$ cat config.mk
export PLATFORM = sky130hd
export DESIGN_NAME = rr_arbiter_bin_grant
export DESIGN_NICKNAME = d
export VERILOG_FILES = /design/src/rtl/rr_arbiter_bin_grant.sv
export SDC_FILE = /design/constraint.sdc
export NUM_CORES = 1
export LEC_CHECK = 0
export ABC_CLOCK_PERIOD_IN_PS = 7800
export BUFFER_PORTS_ARGS = -buffer_cell sky130_fd_sc_hd__clkbuf_2
export CAP_MARGIN = 20
export CORE_MARGIN = 1.5
export CORE_UTILIZATION = 60
export CTS_CLUSTER_DIAMETER = 100
export DETAILED_ROUTE_END_ITERATION = 12
export GPL_TIMING_DRIVEN = 1
export PLACE_DENSITY = 0.81
export SLEW_MARGIN = 20
export SYNTH_ARGS = -nofsm -noshare
export SYNTH_HDL_FRONTEND = slang
export SYNTH_SLANG_ARGS = --single-unit
export TNS_END_PERCENT = 10
$ cat constraint.sdc
create_clock -name clk_i -period 7.8 [get_ports clk_i]
set_input_delay 0.39 -clock clk_i [delete_from_list [all_inputs] [get_ports clk_i]]
set_output_delay 0.39 -clock clk_i [all_outputs]
set_load 0.02 [all_outputs]
$ cat src/rtl/rr_arbiter_bin_grant.sv
`default_nettype none
// ============================================================================
// Module   : rr_arbiter_bin_grant
// Purpose  : Round-robin arbiter over ONE_HOT_W requesters. Presents the
//            winner as a registered binary index with a valid/ready
//            handshake. A rotating priority pointer advances past every
//            accepted grant, so fairness holds under continuous contention.
// Revision : 1.0 - initial release
// ============================================================================
module rr_arbiter_bin_grant #(
  parameter int BIN_W     = 4,
  parameter int ONE_HOT_W = 1 << BIN_W
) (
  input  logic                 clk_i,
  input  logic                 rst_i,
  input  logic [ONE_HOT_W-1:0] req_i,
  output logic                 grant_valid_o,
  input  logic                 grant_ready_i,
  output logic [BIN_W-1:0]     grant_idx_o,
  output logic [BIN_W-1:0]     ptr_o
);

  // The index arithmetic relies on natural BIN_W wrap, so the requester
  // count must fill the index space exactly.
  if (ONE_HOT_W != (1 << BIN_W)) begin : g_bad_width
    $error("rr_arbiter_bin_grant: ONE_HOT_W must equal 1<<BIN_W");
  end

  // IDLE: no grant pending. HOLD: idx_q is a grant waiting to be taken.
  typedef enum logic [0:0] {
    IDLE = 1'b0,
    HOLD = 1'b1
  } state_t;

  state_t           state_q, state_d;
  logic [BIN_W-1:0] ptr_q, ptr_d;
  logic [BIN_W-1:0] idx_q, idx_d;

  logic             any_req;
  logic [BIN_W-1:0] next_after_idx;
  logic [BIN_W-1:0] arb_base;
  logic [BIN_W-1:0] winner;
  logic             found;

  assign any_req        = |req_i;
  assign next_after_idx = idx_q + BIN_W'(1);

  // On a transfer the search restarts just past the grant being accepted,
  // which is what allows back-to-back grants without a bubble cycle.
  assign arb_base = (state_q == HOLD) ? next_after_idx : ptr_q;

  // Cyclic priority search starting at arb_base; the sum wraps in BIN_W bits.
  always_comb begin
    winner = arb_base;
    found  = 1'b0;
    for (int i = 0; i < ONE_HOT_W; i++) begin
      logic [BIN_W-1:0] cand;
      cand = arb_base + BIN_W'(i);
      if (!found && req_i[cand]) begin
        winner = cand;
        found  = 1'b1;
      end
    end
  end

  // Next-state logic: grants are sticky while the consumer is not ready.
  always_comb begin
    state_d = state_q;
    ptr_d   = ptr_q;
    idx_d   = idx_q;
    case (state_q)
      IDLE: begin
        if (any_req) begin
          idx_d   = winner;
          state_d = HOLD;
        end
      end
      HOLD: begin
        if (grant_ready_i) begin
          ptr_d = next_after_idx;
          if (any_req) begin
            idx_d = winner;
          end else begin
            state_d = IDLE;
          end
        end
      end
      default: state_d = IDLE;
    endcase
  end

  // State registers; reset drops any pending grant immediately.
  always_ff @(posedge clk_i or posedge rst_i) begin
    if (rst_i) begin
      state_q <= IDLE;
      ptr_q   <= '0;
      idx_q   <= '0;
    end else begin
      state_q <= state_d;
      ptr_q   <= ptr_d;
      idx_q   <= idx_d;
    end
  end

  // Outputs come straight from registers.
  assign grant_valid_o = (state_q == HOLD);
  assign grant_idx_o   = idx_q;
  assign ptr_o         = ptr_q;

endmodule
`default_nettype wire

==> results of run 1 <==
==> cell families (layout without fill, tap and decap cells) <==
family / Yosys count / count (layout) / share of synthesized area
simple gates: 84 / 84 / 0.183
compound gates: 77 / 77 / 0.201
mux: 62 / 62 / 0.350
buf+inv: 28 / 46 / 0.0608
xor+xnor: 15 / 15 / 0.0757
flops: 9 / 9 / 0.0890
fa+ha+maj: 8 / 8 / 0.0396
==> synthesized netlist by cell type, types with 3 or more instances <==
| cell | number |
|---|---|
| a211oi_1 | 7 |
| a21o_1 | 3 |
| a21oi_1 | 17 |
| a31oi_1 | 4 |
| and2_1 | 3 |
| buf_6 | 5 |
| clkbuf_1 | 6 |
| dfrtp_1 | 9 |
| ha_1 | 8 |
| inv_1 | 12 |
| mux2_2 | 10 |
| mux2i_1 | 31 |
| mux4_2 | 16 |
| nand2_1 | 15 |
| nand2b_1 | 5 |
| nand3_1 | 8 |
| nand4_1 | 4 |
| nor2_1 | 22 |
| nor2b_1 | 3 |
| nor3_1 | 5 |
| nor4_1 | 4 |
| o21ai_0 | 17 |
| o22ai_1 | 3 |
| xnor2_1 | 6 |
| xor2_1 | 4 |
==> sequential cells by signal (all words and copies together), names as in the netlist <==
| name | count |
|---|---|
| grant_idx_o | 4 |
| grant_valid_o | 1 |
| ptr_o | 4 |
==> per-layer routing <==
layer	share of wire	vias up
li1	-	1144
met1	0.41	1181
met2	0.48	137
met3	0.081	18
met4	0.029	0
met5	0	-
==> worst max path at each step <==
stage	start	endpoint	slack (ns)
3_3_place_gp	grant_idx_o[0]	grant_idx_o[2]	2.79
6_report	grant_idx_o[0]	grant_idx_o[0]	2.62
2_1_floorplan	grant_idx_o[0]	grant_idx_o[0]	3.43
4_1_cts	grant_idx_o[0]	grant_idx_o[0]	2.65
5_1_grt	grant_idx_o[0]	grant_idx_o[0]	2.20
3_5_place_dp	grant_idx_o[0]	grant_idx_o[0]	2.66
==> per-stage QoR <==
stage / area [um^2] / std cells / utilization / setup slack, ns
2_1_floorplan: 2530 / 283 / - / 3.43
3_3_place_gp: 2650 / 347 / 0.659 / 2.79
3_5_place_dp: 2650 / 347 / 0.659 / 2.66
4_1_cts: 2700 / 351 / 0.670 / 2.65
5_1_grt: 2700 / 351 / 0.670 / 2.20
6_report: 2700 / 351 / 0.670 / 2.62
==> cell type report <==
cell class | instances | share of cell area
multi-input combinational | 246 | 0.801
sequential | 9 | 0.0834
timing repair buffer | 29 | 0.0556
tap | 50 | 0.0232
inverter | 13 | 0.0199
clock buffer | 4 | 0.0167
==> flow_summary.yaml, run 1 <==
routing:
  ant_nets: 0
  routed_wl_um: 7270
  drt_pre_antenna_iters: 5
  wl_per_cell_um: 20.7
  drtIter0Drc: 201
  drc: 0
  vias_per_cell: 7.07
  num_vias: 2480
sta:
  max-slew-margin-rel: 0.325
  period_minus_slack_ns: 5.18
  hold_slack_ns: 0.0976
  hold_viol: 0
  tns_ns: 0
  drv_slew: 0
  clock-skew-final_ns: 0.00122
  tightest_slew_ns: 1.01
  rsz0062_at_grt: "no"
  fmax_mhz: 193
  fin_crit_sh: 0.664
  setup_viol: 0
worst_setup_path:
  crit_path_max_fanout: 14
  cpMostUsedCell: "ha_1"
  crit_slowest_cell: "nor4b_4"
  ff2ff_path_depth: 13
  end_kind: "flop"
  crit_family: "multiplexers"
  required_ns: 7.91
  setup.worst_path.class: "reg -> reg"
  r2r_end: "grant_idx_o[0]"
  cp.arrival_ns: 5.29
  reg2reg_slack_ns: 2.62
  path_cells: "ha_1 > mux2i_4 > inv_1 > ha_1 > xnor2_4 > mux4_2 > mux2i_1 > nor4b_4 > nand4_2 > a311oi_2 > nor2_1 > xnor2_1 > mux2_2"
  start_kind: "flop"
  worst-path-buf-inv: 1
  r2r_start: "grant_idx_o[0]"
  cp.depth: 13
  cpPeakStageDelay_ns: 0.55
logic_synthesis:
  synth_area_leader_cell: "mux4_2"
  syn_area_per_cell_um2: 8.94
  ys_warn_count: 0
  synth_nets: 310
  synthFlopType: "dfrtp_1"
  ys_seq_area_frac: 0.0890
  async_flop_share: 1.00
  netlist.area_leader.share: 0.142
  syn_inst: 283
  synth_top_cells_by_area: "mux4_2 14%, mux2i_1 12%, dfrtp_1 8.9%"
  netlist_area_mm2: 0.00253
  synth_enable_flop_cells: 0
  synth_cell_types: 66
  synth-seq-cells: 9
cts:
  cts_setup_buffers: 0
  cts_buffer_depth: 2
  htreeDepth: 1
  cts_resized: 0
  cts_buffers: 3
  cts.sinks: 9
  cts_tree: "built"
  clk_latency_ns: 0.23
  holdBufCountCts: 0
  clk_pin_slew_worst_paths_ns: 0.05
  cts-root-buf: "clkbuf_8"
die:
  die_h_um: 67.9
  ioPinCount: 28
  start_util: 0.628
  fp.dieArea_mm2: 0.00462
  core_mm2: 0.00403
  die_x_um: 67.9
  rows: 23
global_routing:
  grt_pass1_wl_um: 11800
  busiest_layer: "met2"
  grtUsageTotal: 0.340
  use_met3: 0.0280
  grt.met1_usage: 0.438
  met2_usage: 0.580
  grt_pass1_vias: 2366
  grt_max_degree: 28
  gr-total-overflow: 0
  antenna_found_initial: 0
status:
  outcome: "finished clean"
run:
  maxCapViolations: 0
finish:
  area_growth_pct: 6.68
  final_common_cell: "mux2i_1"
  fin_nets: 329
  antenna_cells: 0
  final-seq-area_um2: 225
  fillCellCount: 348
  drive_above_1_share: 0.259
  multi_input_area_mm2: 0.00216
  layout_common_cells: "31 x mux2i_1, 27 x clkbuf_2, 22 x nor2_1"
placement:
  hpwlAfterDp_um: 5650
  gp_congestion: 0.994
  port_buffers: 27
worst_hold_path:
  min_path_type: "in -> async"
Power of run 1 is not shown: default switching activity piles up to over one toggle a cycle in this logic, so the estimate is an artifact.
==> inputs of run 2 (changes only) <==
ABC_CLOCK_PERIOD_IN_PS = 5000   (was 7800)
clock period = 5 ns   (was 7.8 ns; I/O delays follow)
==> run 2 against run 1 <==
Net effect: routed wire length rose by 0.66%; first-iteration DRC count shrank 8.5%; non-clock buffer count increased by 6; core utilization grew 1.2 points; setup slack worse by 2.1 ns; register-to-register slack got worse by 2.1 ns; worst hold slack improved by 0.17 ns; clock-buffer cell count did not move; critical endpoint unchanged; via count grew 0.60%.
==> flow_summary.yaml, run 2 (same netlist as run 1, synthesis figures left out) <==
status:
  outcome: "finished clean"
routing:
  wl_per_cell_um: 20.5
  drtIter0Drc: 184
  vias_per_cell: 6.99
  drt_pre_antenna_iters: 6
  num_vias: 2495
  ant_nets: 0
  routed_wl_um: 7320
  drc: 0
finish:
  fillCellCount: 350
  area_growth_pct: 8.56
  layout.cells.non_filler: 357
  drive_above_1_share: 0.270
  multi_input_area_mm2: 0.00216
  final_common_cell: "mux2i_1"
  fin_nets: 335
  antenna_cells: 0
  final-seq-area_um2: 225
  stdcell_area_mm2: 0.00275
  layout_common_cells: "31 x mux2i_1, 27 x clkbuf_2, 22 x nor2_1"
die:
  core_mm2: 0.00403
  die_h_um: 67.9
  die_x_um: 67.9
  start_util: 0.628
  ioPinCount: 28
  rows: 23
  fp.dieArea_mm2: 0.00462
sta:
  hold_viol: 0
  clock-skew-final_ns: 0.00509
  fin_crit_sh: 0.899
  max-slew-margin-rel: 0.438
  rsz0062_at_grt: "no"
  setup_viol: 0
  timing.final.ws_setup_ns: 0.505
  drv_slew: 0
  fmax_mhz: 222
  period_minus_slack_ns: 4.50
  tns_ns: 0
  tightest_slew_ns: 0.844
cts:
  cts.sinks: 9
  cts-root-buf: "clkbuf_8"
  clk_pin_slew_worst_paths_ns: 0.05
  cts_buffers: 3
  htreeDepth: 1
  cts_setup_buffers: 0
  clk_latency_ns: 0.24
  cts_tree: "built"
  cts_buffer_depth: 2
worst_setup_path:
  crit_path_max_fanout: 15
  end_kind: "flop"
  crit_slowest_cell: "nor4b_4"
  start_kind: "flop"
  setup.worst_path.class: "reg -> reg"
  cp.arrival_ns: 4.62
  path_cells: "ha_1 > xnor2_1 > a21o_1 > inv_6 > ha_1 > a21oi_1 > xor2_2 > mux2i_2 > nor4b_4 > nand4_2 > a311oi_2 > nor2_1 > xnor2_1 > mux2_2"
  required_ns: 5.12
  cpPeakStageDelay_ns: 0.57
global_routing:
  grt_pass1_vias: 2262
  antenna_found_initial: 0
  grt_pass1_wl_um: 11600
  grtUsageTotal: 0.342
  gr-total-overflow: 0
  grt_max_degree: 22
placement:
  place_inst: 352
  port_buffers: 27
  gp_congestion: 0.988
  place_area_mm2: 0.00269
  dp_slack_ns: 0.568
  hpwlAfterDp_um: 5740
run:
  maxCapViolations: 0
worst_hold_path:
  min_path_type: "in -> reg"
[run 2: what timing repair did]
action                                 CTS  global route
gates resized for setup                  0             0
hold buffers                             1             0
endpoints found under the hold margin    9             0
[run 2: final timing paths]
check                      slack (ns)  cells after the start           start              to
min                              0.27                      2   grant_ready_i   grant_valid_o
min in group asynchronous        0.52                      3           rst_i  grant_idx_o[0]
min reg2reg                      0.52                      2        ptr_o[2]        ptr_o[2]
max                              0.50                     14  grant_idx_o[0]  grant_idx_o[0]
max reg2reg                      0.50                     14  grant_idx_o[0]  grant_idx_o[0]
max in group asynchronous        4.22                      3           rst_i  grant_idx_o[2]
[run 2: worst max-delay path: cells and delay by family (launching register included)]
family | cells | cell delay, ns
simple gates | 3 | 1.09
compound gates | 3 | 1.05
mux | 2 | 0.45
fa+ha+maj | 2 | 0.55
xor+xnor | 3 | 0.59
buf+inv | 1 | 0.16
flops | 1 | 0.48
[run 2: per-layer routing]
| metal | global-route usage | wire length, um | up-vias | share of wire |
|---|---|---|---|---|
| li1 | - | - | 1149 | - |
| met5 | 0 | 0 | - | 0 |
| met2 | 0.556 | 3480 | 145 | 0.48 |
| met3 | 0.0395 | 663 | 33 | 0.091 |
| met1 | 0.444 | 2860 | 1168 | 0.39 |
| met4 | 0.178 | 312 | 0 | 0.043 |
[run 2: metrics by stage]
stage | util | hold WS, ns
2_1_floorplan | - | 0.0779
3_3_place_gp | 0.668 | 0.195
3_5_place_dp | 0.668 | 0.212
4_1_cts | 0.682 | 0.265
5_1_grt | 0.682 | 0.274
6_report | 0.682 | 0.269
[run 2: area by class of cell]
| class | instances | area share |
|---|---|---|
| multi-input cells | 246 | 0.787 |
| flip-flops and latches | 9 | 0.0820 |
| repair buffers | 35 | 0.0720 |
| well taps | 50 | 0.0228 |
| inverters | 13 | 0.0196 |
| clock buffers | 4 | 0.0164 |
Power of run 2 is left out for the same reason.
